==> src/rtl/payload_table_decoder_pkg.sv <==
// Shared definitions for payload_table_decoder.
// Contents: header field positions and widths, error bit indices and the
// decoder FSM state encoding.
package payload_table_decoder_pkg;

  // Header item layout, all within bits [31:0] of the payload item
  localparam int TYPE_MSB   = 31;
  localparam int TYPE_LSB   = 29;
  localparam int TYPE_W     = TYPE_MSB - TYPE_LSB + 1;
  localparam int CNT_MSB    = 28;
  localparam int CNT_LSB    = 16;
  localparam int CNT_W      = CNT_MSB - CNT_LSB + 1;
  localparam int ADDR_MSB   = 15;
  localparam int ADDR_LSB   = 0;
  localparam int ADDR_FLD_W = ADDR_MSB - ADDR_LSB + 1;

  // Sticky error bit positions in err_status
  localparam int ERR_TYPE  = 0;
  localparam int ERR_SHORT = 1;
  localparam int ERR_LONG  = 2;
  localparam int ERR_ADDR  = 3;
  localparam int ERR_W     = 4;

  typedef enum logic [1:0] {
    ST_HDR   = 2'd0,
    ST_DATA  = 2'd1,
    ST_DRAIN = 2'd2
  } state_e;

endpackage

==> src/rtl/payload_table_decoder.sv <==
// payload_table_decoder
// Passive monitor on a payload stream. Each packet is one header item
// followed by N table items. The header selects a table, a start address and
// an item count; table items are turned into registered write strobes with
// an incrementing, wrapping address. Length mismatches and bad headers set
// sticky error bits; clean packets pulse pkt_done and bump pkt_count.
//
// Ports:
//   clk, reset          clock, synchronous active-high reset
//   s_pl_tdata/tlast    monitored payload item and end-of-packet flag
//   s_pl_tvalid/tready  handshake; a beat is tvalid & tready (tready is input)
//   err_clear           pulse clearing err_status (a same-cycle set wins)
//   wr_en/sel/addr/data registered table write, one cycle after the beat
//   pkt_done            one-cycle pulse per clean packet
//   pkt_count           clean packets since reset (wraps)
//   err_status          sticky {bad addr, long, short, unknown type}
module payload_table_decoder
  import payload_table_decoder_pkg::*;
#(
  parameter int ITEM_W     = 32,
  parameter int NUM_TABLES = 4,
  parameter int DEPTH      = 1024,
  localparam int ADDR_W    = $clog2(DEPTH)
) (
  input  logic                  clk,
  input  logic                  reset,
  input  logic [ITEM_W-1:0]     s_pl_tdata,
  input  logic                  s_pl_tlast,
  input  logic                  s_pl_tvalid,
  input  logic                  s_pl_tready,
  input  logic                  err_clear,
  output logic                  wr_en,
  output logic [NUM_TABLES-1:0] wr_sel,
  output logic [ADDR_W-1:0]     wr_addr,
  output logic [ITEM_W-1:0]     wr_data,
  output logic                  pkt_done,
  output logic [15:0]           pkt_count,
  output logic [ERR_W-1:0]      err_status
);

  if (ITEM_W < 32) begin : g_bad_item_w
    $error("payload_table_decoder: ITEM_W must be >= 32");
  end
  if (NUM_TABLES < 1 || NUM_TABLES > 7) begin : g_bad_num_tables
    $error("payload_table_decoder: NUM_TABLES must be in 1..7");
  end
  if (ADDR_W < 1 || ADDR_W > ADDR_FLD_W) begin : g_bad_depth
    $error("payload_table_decoder: DEPTH must be in 2..65536");
  end

  localparam logic [TYPE_W-1:0]     NT_L      = TYPE_W'(NUM_TABLES);
  localparam logic [ADDR_FLD_W:0]   DEPTH_L   = (ADDR_FLD_W+1)'(DEPTH);
  localparam logic [ADDR_W-1:0]     LAST_ADDR = ADDR_W'(DEPTH - 1);

  state_e                  state_q, state_d;
  logic [NUM_TABLES-1:0]   sel_q, sel_d;
  logic [ADDR_W-1:0]       addr_q, addr_d;
  logic [CNT_W-1:0]        rem_q, rem_d;
  logic                    wr_en_q, wr_en_d;
  logic [NUM_TABLES-1:0]   wr_sel_q, wr_sel_d;
  logic [ADDR_W-1:0]       wr_addr_q, wr_addr_d;
  logic [ITEM_W-1:0]       wr_data_q, wr_data_d;
  logic                    pkt_done_q, pkt_done_d;
  logic [15:0]             pkt_count_q, pkt_count_d;
  logic [ERR_W-1:0]        err_q, err_d;

  logic                    beat;
  logic [TYPE_W-1:0]       hdr_type;
  logic [CNT_W-1:0]        hdr_cnt;
  logic [ADDR_FLD_W-1:0]   hdr_start;
  logic                    hdr_start_bad;
  logic [NUM_TABLES-1:0]   hdr_sel;
  logic [ERR_W-1:0]        err_set;
  logic                    done_evt;

  assign beat          = s_pl_tvalid & s_pl_tready;
  assign hdr_type      = s_pl_tdata[TYPE_MSB:TYPE_LSB];
  assign hdr_cnt       = s_pl_tdata[CNT_MSB:CNT_LSB];
  assign hdr_start     = s_pl_tdata[ADDR_MSB:ADDR_LSB];
  assign hdr_start_bad = {1'b0, hdr_start} >= DEPTH_L;

  // Type t (1-based) selects table t-1
  always_comb begin
    hdr_sel = '0;
    for (int i = 0; i < NUM_TABLES; i++) begin
      hdr_sel[i] = (hdr_type == TYPE_W'(i + 1));
    end
  end

  always_comb begin
    state_d    = state_q;
    sel_d      = sel_q;
    addr_d     = addr_q;
    rem_d      = rem_q;
    wr_en_d    = 1'b0;
    wr_sel_d   = '0;
    wr_addr_d  = wr_addr_q;
    wr_data_d  = wr_data_q;
    err_set    = '0;
    done_evt   = 1'b0;

    unique case (state_q)
      ST_HDR: begin
        if (beat) begin
          if (hdr_type == '0) begin
            // Null packet: skipped silently
            state_d = s_pl_tlast ? ST_HDR : ST_DRAIN;
          end else if (hdr_type > NT_L) begin
            err_set[ERR_TYPE] = 1'b1;
            state_d = s_pl_tlast ? ST_HDR : ST_DRAIN;
          end else if (hdr_start_bad) begin
            err_set[ERR_ADDR] = 1'b1;
            state_d = s_pl_tlast ? ST_HDR : ST_DRAIN;
          end else if (hdr_cnt == '0) begin
            if (s_pl_tlast) begin
              done_evt = 1'b1;
            end else begin
              err_set[ERR_LONG] = 1'b1;
              state_d = ST_DRAIN;
            end
          end else if (s_pl_tlast) begin
            err_set[ERR_SHORT] = 1'b1;
          end else begin
            sel_d   = hdr_sel;
            addr_d  = hdr_start[ADDR_W-1:0];
            rem_d   = hdr_cnt;
            state_d = ST_DATA;
          end
        end
      end

      ST_DATA: begin
        if (beat) begin
          wr_en_d   = 1'b1;
          wr_sel_d  = sel_q;
          wr_addr_d = addr_q;
          wr_data_d = s_pl_tdata;
          addr_d    = (addr_q == LAST_ADDR) ? '0 : addr_q + 1'b1;
          rem_d     = rem_q - 1'b1;
          if (rem_q == CNT_W'(1)) begin
            if (s_pl_tlast) begin
              done_evt = 1'b1;
              state_d  = ST_HDR;
            end else begin
              err_set[ERR_LONG] = 1'b1;
              state_d = ST_DRAIN;
            end
          end else if (s_pl_tlast) begin
            // Truncated packet: writes already issued are kept
            err_set[ERR_SHORT] = 1'b1;
            state_d = ST_HDR;
          end
        end
      end

      ST_DRAIN: begin
        if (beat && s_pl_tlast) begin
          state_d = ST_HDR;
        end
      end

      default: state_d = ST_HDR;
    endcase

    pkt_done_d  = done_evt;
    pkt_count_d = done_evt ? pkt_count_q + 16'd1 : pkt_count_q;
    // Set has priority over a coincident clear
    err_d       = (err_clear ? '0 : err_q) | err_set;
  end

  always_ff @(posedge clk) begin
    if (reset) begin
      state_q     <= ST_HDR;
      sel_q       <= '0;
      addr_q      <= '0;
      rem_q       <= '0;
      wr_en_q     <= 1'b0;
      wr_sel_q    <= '0;
      wr_addr_q   <= '0;
      wr_data_q   <= '0;
      pkt_done_q  <= 1'b0;
      pkt_count_q <= '0;
      err_q       <= '0;
    end else begin
      state_q     <= state_d;
      sel_q       <= sel_d;
      addr_q      <= addr_d;
      rem_q       <= rem_d;
      wr_en_q     <= wr_en_d;
      wr_sel_q    <= wr_sel_d;
      wr_addr_q   <= wr_addr_d;
      wr_data_q   <= wr_data_d;
      pkt_done_q  <= pkt_done_d;
      pkt_count_q <= pkt_count_d;
      err_q       <= err_d;
    end
  end

  assign wr_en      = wr_en_q;
  assign wr_sel     = wr_sel_q;
  assign wr_addr    = wr_addr_q;
  assign wr_data    = wr_data_q;
  assign pkt_done   = pkt_done_q;
  assign pkt_count  = pkt_count_q;
  assign err_status = err_q;

endmodule
==> config.mk <==
export PLATFORM = sky130hd
export DESIGN_NAME = payload_table_decoder
export DESIGN_NICKNAME = d
export VERILOG_FILES = /design/src/rtl/payload_table_decoder_pkg.sv /design/src/rtl/payload_table_decoder.sv
export SDC_FILE = /design/constraint.sdc
export NUM_CORES = 1
export LEC_CHECK = 0
export ABC_CLOCK_PERIOD_IN_PS = 3160
export CAP_MARGIN = 5
export CORE_MARGIN = 3
export CORE_UTILIZATION = 50
export CTS_CLUSTER_DIAMETER = 150
export DETAILED_ROUTE_END_ITERATION = 10
export GPL_TIMING_DRIVEN = 1
export PLACE_DENSITY = 0.8
export SLEW_MARGIN = 20
export SYNTH_ARGS = -nofsm -noshare
export SYNTH_HDL_FRONTEND = slang
export SYNTH_SLANG_ARGS = --single-unit
==> constraint.sdc <==
create_clock -name clk -period 3.16 [get_ports clk]
set_input_delay 0.632 -clock clk [delete_from_list [all_inputs] [get_ports clk]]
set_output_delay 0.632 -clock clk [all_outputs]
set_load 0.03 [all_outputs]
==> results by group, run 1 <==
Placed design
  • RD Place Congestion: ~0.89
  • Area after DPL: 5620 um^2
  • Final HPWL from detailed placement: 8.48 mm
  • IO Port Bufs: 105
  • Dpl cells: 754

Clock network
  • Post-CTS setup buffers: 0
  • CTS max path bufs: 2
  • CTS resizes: 0
  • Skew-Pair Late Insertion Delay: 0.36 ns
  • H-tree depth: 3
  • Clock slew at reported path FFs: 0.09 ns
  • Root buf cell: clkbuf_8
  • Total CTS buffers: 9
  • TritonCTS clock tree: yes
  • CTS Sinks: 97
  • CTS Hold Buffers Added: 0

STA
  • FMAX: around 0.36 GHz
  • Clk_skew: 0.00687 ns
  • Hold Violations, Final: 0
  • Final setup fails: 0
  • RSZ-0062 raised after global routing: no
  • Tcrit/Tclk final: 0.877
  • Min Tclk post-route: 2.77 ns
  • Least-Margin Pin Slew: 0.888 ns
  • Setup TNS: 0 ns
  • Hold Slack: 0.461 ns
  • Normalized max-slew margin: 0.408
  • Slew Viols, Final: 0

Global routing
  • Overall routing resource usage: 0.238
  • Largest net degree at the start of global routing: 70
  • Met1 usage: 0.312
  • GRT met2 Usage: 0.397
  • Vias in the first global route: roughly 4300
  • Global route overflow: 0
  • Global routing's busiest layer: met2
  • First-pass GRT wire length: approximately 20 mm
  • Routing usage on met3: 0.0431
  • Antenna violations before repair: 0

Synth
  • Largest area contributor in the netlist: dfxtp_1
  • Yosys top cell area share: 0.438
  • Flops & latches, synth: between 90 and 100
  • Yosys warns: 0
  • Syn_nets: 612
  • Post-synth EDFFs: 0
  • Most used DFF post-synth: dfxtp_1
  • Async set-reset flop share out of synthesis: 0
  • Post-Syn Area: 4430 um^2
  • Sequential-to-total area share from yosys stat: 0.438
  • Avg Inst Size Synth: between 7 and 8 um^2
  • Top post-synthesis cells by area: dfxtp_1, nand2_1, a21oi_1, clkbuf_1, o21ai_0
  • Count of cell types in the netlist: 46
  • Post-Syn Instances: about 570

Floorplan
  • Core area: between 8000 and 9000 um^2
  • # IOs: about 110
  • Initial Util: 0.526
  • Row cnt: 33
  • Die area: 10000 um^2
  • Die height: 100 um
  • Die extent in x: 100 um

Flow run
  • Max Cap Viol: 0

Route
  • ANT nets after route: 0
  • Remaining DRCs: 0
  • Detailed Route Iter0 Violations: ~240
  • DR WL/cell: 15.6 um
  • Drt total wl: 12.0 mm
  • DR vias: 4528
  • DR pass1 iterations: 5
  • Drt via density: 5.89

Worst setup path
  • Crit path DAT: between 3 and 4 ns
  • CP Launch Type: input pin
  • Element type at the critical path end: flip-flop
  • Max Fanout on Critical Path: 24
  • CP Class: in -> reg
  • Worst EP required: between 3 and 4 ns

Pwr
  • Max VDD drop: ~0.28 mV
  • Leak: between 1.5 and 2 nW
  • Cell Pwr Density: 368 nW/um^2

Cells and area
  • Final Instance Area: 5810 um^2
  • Final core utilization: 0.689
  • Fill cells: 722
  • Share of post-route cells with drive strength above 1: 0.0648
  • Layout Nets: 706
  • Ant diodes: 0
  • Commonest non-fill, non-tap cell in the layout: nand2_1
  • Fin cells: roughly 770
  • Commonest cells after routing, fill and taps aside: nand2_1, clkdlybuf4s50_1, dfxtp_1
  • Syn-to-layout area delta: 31.0%

Worst hold path
  • Hold Crit Class: reg -> reg

Outcome
  • Status: completed
## cell usage after synthesis (2+ instances only)
cell	count
a211oi_1	2
a21o_1	2
a21oi_1	91
a221oi_1	4
a22o_1	4
a31o_2	2
a31oi_1	5
and2_1	6
and3_1	5
and4_1	3
buf_2	2
clkbuf_1	36
dfxtp_1	97
ha_1	8
inv_1	8
mux2i_1	2
nand2_1	122
nand2b_1	11
nand3_1	11
nand3b_1	3
nand4_1	6
nand4b_1	5
nor2_1	27
nor2b_1	3
nor3_1	14
nor4_1	9
o211ai_1	2
o21ai_0	23
o22ai_1	2
o31ai_1	13
o32ai_1	4
o41ai_1	2
or3_1	5
or4_1	14
or4b_1	2
## kinds of logic (layout without fill, tap and decap cells)
logic type,Yosys count,in the layout,synth area share
buffers and inverters,46,144,0.0395
AND/OR/NAND/NOR,253,253,0.285
flip-flops,97,97,0.438
AO/OA/AOI/OAI,159,159,0.208
adder cells (fa/ha/maj),8,8,0.0226
multiplexers,3,3,0.00706
## final cells by class
cell class	instances	area, um^2	share of cell area
Clock buffer	12	165	0.0284
Inverter	8	30.0	0.00517
Tap cell	105	131	0.0226
Clock inverter	3	25.0	0.00431
Timing Repair Buffer	121	1180	0.203
Sequential cell	97	1940	0.334
Multi-Input combinational cell	423	2330	0.402
## sequential cells by signal (all words and copies together) (netlist names)
register and flops:
wr_data 32, wr_en 1, rem_q 13, pkt_done 1, pkt_count 16, wr_sel 4, sel_q 4, wr_addr 10
err_status 4, addr_q 10, state_q 2
## power breakdown
part | internal [mW] | leakage (nW) | total [mW] | switching [mW]
Clock | 0.350 | 0.0947 | 0.776 | 0.426
Sequential | 1.22 | 0.781 | 1.23 | 0.00222
Combinational | 0.0673 | 1.03 | 0.135 | 0.0675
## worst max-delay path, cell delays in order
cell             delay (ns)
clkdlybuf4s50_1        0.42
or2_2                  0.36
inv_1                  0.10
ha_1                   0.15
nor2_1                 0.05
nor4b_4                0.13
a21oi_2                0.69
buf_4                  0.29
nand4b_1               0.12
a21oi_1                0.07
## worst paths after layout
path | start | endpoint | slack (ns) | depth (start not counted)
worst max register to register | rem_q[0] | pkt_count[7] | 0.41 | 6
worst max-delay path | s_pl_tdata[29] | pkt_count[1] | 0.39 | 10
worst min register to register | wr_data[13] | wr_data[13] | 0.46 | 2
worst min-delay path | wr_data[13] | wr_data[13] | 0.46 | 2
## per-stage QoR
stage / setup WS [ns] / power (mW)
after global placement: 0.0989 / 1.39
after detailed placement: 0.0207 / 1.39
after CTS: 0.412 / 2.14
after global routing: 0.145 / 2.21
after floorplan: 0.556 / 1.31
final: 0.389 / 2.14
## metal layers
layer	part of all wire	routed length [um]
met4	0.020	239
met3	0.054	642
met2	0.49	5920
met1	0.43	5190
met5	0	0
No activity file was read; power rests on OpenSTA's default activity.
==> inputs of run 2 (changes only) <==
CELL_PAD_IN_SITES_DETAIL_PLACEMENT = 2   (was not set)
CELL_PAD_IN_SITES_GLOBAL_PLACEMENT = 2   (was not set)
CORE_UTILIZATION = 28   (was 50)
PLACE_DENSITY = 0.79   (was 0.8)
SETUP_SLACK_MARGIN = 0.05   (was not set)
==> run 2 against run 1 <==
Net effect: cell count is 14% higher; wire length is 31% higher; global-route usage is 5.4 points lower; setup slack worse by 0.066 ns; sequential cell count stayed put; sequential share of layout area is 1.4 points lower; first-iteration DRC count is 6.8% lower; core utilization is 30 points lower; power is 14% higher.
==> results by group, run 2 (same netlist as run 1, synthesis figures left out) <==
Outcome
  • Status: completed

Placed design
  • Final HPWL from detailed placement: 11.1 mm
  • IO Port Bufs: 105
  • Dpl cells: about 860
  • RD Place Congestion: 0.770

Global routing
  • Global route overflow: 0
  • Overall routing resource usage: 0.184
  • First-pass GRT wire length: ~26 mm
  • Antenna violations before repair: 0
  • Largest net degree at the start of global routing: 101
  • Vias in the first global route: about 5000

Pwr
  • Max VDD drop: 0.243 mV
  • Pwr Total: 2.42 mW
  • Cell Pwr Density: roughly 400 nW/um^2
  • Leak: 1.97 nW

Clock network
  • TritonCTS clock tree: yes
  • CTS resizes: 0
  • Root buf cell: clkbuf_16
  • H-tree depth: 3
  • Clock slew at reported path FFs: 0.07 ns
  • Post-CTS setup buffers: 0
  • CTS Hold Buffers Added: 0
  • CTS Sinks: 97
  • CTS max path bufs: 2
  • Skew-Pair Late Insertion Delay: 0.35 ns
  • Total CTS buffers: 9

STA
  • Setup TNS: 0 ns
  • FMAX: 0.352 GHz
  • Least-Margin Pin Slew: roughly 1.1 ns
  • Clk_skew: 0.00549 ns
  • Hold Violations, Final: 0
  • Slew Viols, Final: 0
  • Final setup fails: 0
  • Min Tclk post-route: ~2.8 ns
  • Normalized max-slew margin: 0.280
  • Tcrit/Tclk final: 0.898
  • RSZ-0062 raised after global routing: no
  • Hold Slack: 0.458 ns

Worst setup path
  • Reg-to-Reg End: pkt_count[15]
  • Crit path DAT: 3.10 ns
  • Max Fanout on Critical Path: 22
  • Cell depth of the worst flop-to-flop path: 6
  • Worst setup path startpoint: s_pl_tdata[29]
  • R2r startpoint: rem_q[0]
  • CP Class: in -> reg
  • CP Launch Type: input pin
  • Worst EP required: 3.42 ns
  • FF-to-FF setup slack: 0.55 ns
  • Element type at the critical path end: flip-flop

Route
  • Detailed Route Iter0 Violations: 221
  • ANT nets after route: 0
  • Drt total wl: 15.8 mm
  • Remaining DRCs: 0
  • DR WL/cell: 17.9 um
  • Drt via density: 5.20
  • DR pass1 iterations: 4
  • DR vias: 4580

Flow run
  • Max Cap Viol: 0

Worst hold path
  • Worst Hold Depth: 2
  • Hold path start: wr_data[22]
  • Hold Crit Class: reg -> reg
  • Hold EP: wr_data[22]

Cells and area
  • Commonest non-fill, non-tap cell in the layout: nand2_1
  • Ant diodes: 0
  • Largest register FFs: 32
  • Commonest cells after routing, fill and taps aside: nand2_1, clkdlybuf4s50_1, dfxtp_1
  • Fill cells: 1750
  • Layout Nets: between 700 and 800
  • Fin cells: 880
  • Share of post-route cells with drive strength above 1: 0.0703
  • Syn-to-layout area delta: 36.7%

Floorplan
  • Die extent in x: 132 um
  • Core area: 15400 um^2
  • # IOs: 106
  • Initial Util: 0.288
  • Die area: 17400 um^2
  • Die height: 132 um
  • Row cnt: 45
run 2: layout make-up:
| type | count | area [um^2] | area share |
|---|---|---|---|
| Tap cell | 211 | 264 | 0.0436 |
| Multi-Input combinational cell | 423 | 2340 | 0.386 |
| Timing Repair Buffer | 125 | 1210 | 0.200 |
| Clock inverter | 3 | 15.0 | 0.00248 |
| Clock buffer | 13 | 260 | 0.0429 |
| Inverter | 8 | 30.0 | 0.00496 |
| Sequential cell | 97 | 1940 | 0.320 |
run 2: power breakdown:
part           switching (mW)  internal (mW)  total [mW]
Sequential            0.00261           1.22        1.23
Combinational          0.0719         0.0670       0.139
Clock                   0.485          0.575        1.06
Total                   0.559           1.87        2.42
run 2: layer usage:
metal,up-vias,track usage,wire (um)
met2,69,0.346,8290
met1,2283,0.215,6830
met5,-,0,0
met4,0,0.0583,286
li1,2211,-,-
met3,17,0.0244,350
run 2: critical path: stages:
cell and delay, ns:
clkdlybuf4s50_1 0.43, or2_2 0.34, inv_1 0.09, ha_1 0.14, nor2_1 0.05, nor4b_4 0.13
a21oi_2 0.69, buf_4 0.26, o21ai_0 0.12, a21oi_1 0.19
run 2: worst max path at each step:
| stage | end | depth (start not counted) |
|---|---|---|
| after floorplan | pkt_count[15] | 8 |
| after global placement | pkt_count[2] | 10 |
| after detailed placement | pkt_count[4] | 10 |
| after CTS | pkt_count[2] | 10 |
| after global routing | pkt_count[2] | 10 |
| final | pkt_count[2] | 10 |
run 2: metrics by stage:
step | utilization | setup slack [ns] | cell area, um^2
after floorplan | - | 0.556 | 4430
after detailed placement | 0.376 | -0.0501 | 5780
after global routing | 0.394 | 0.159 | 6060
final | 0.394 | 0.323 | 6060
after CTS | 0.394 | 0.274 | 6060
after global placement | 0.376 | 0.0891 | 5780
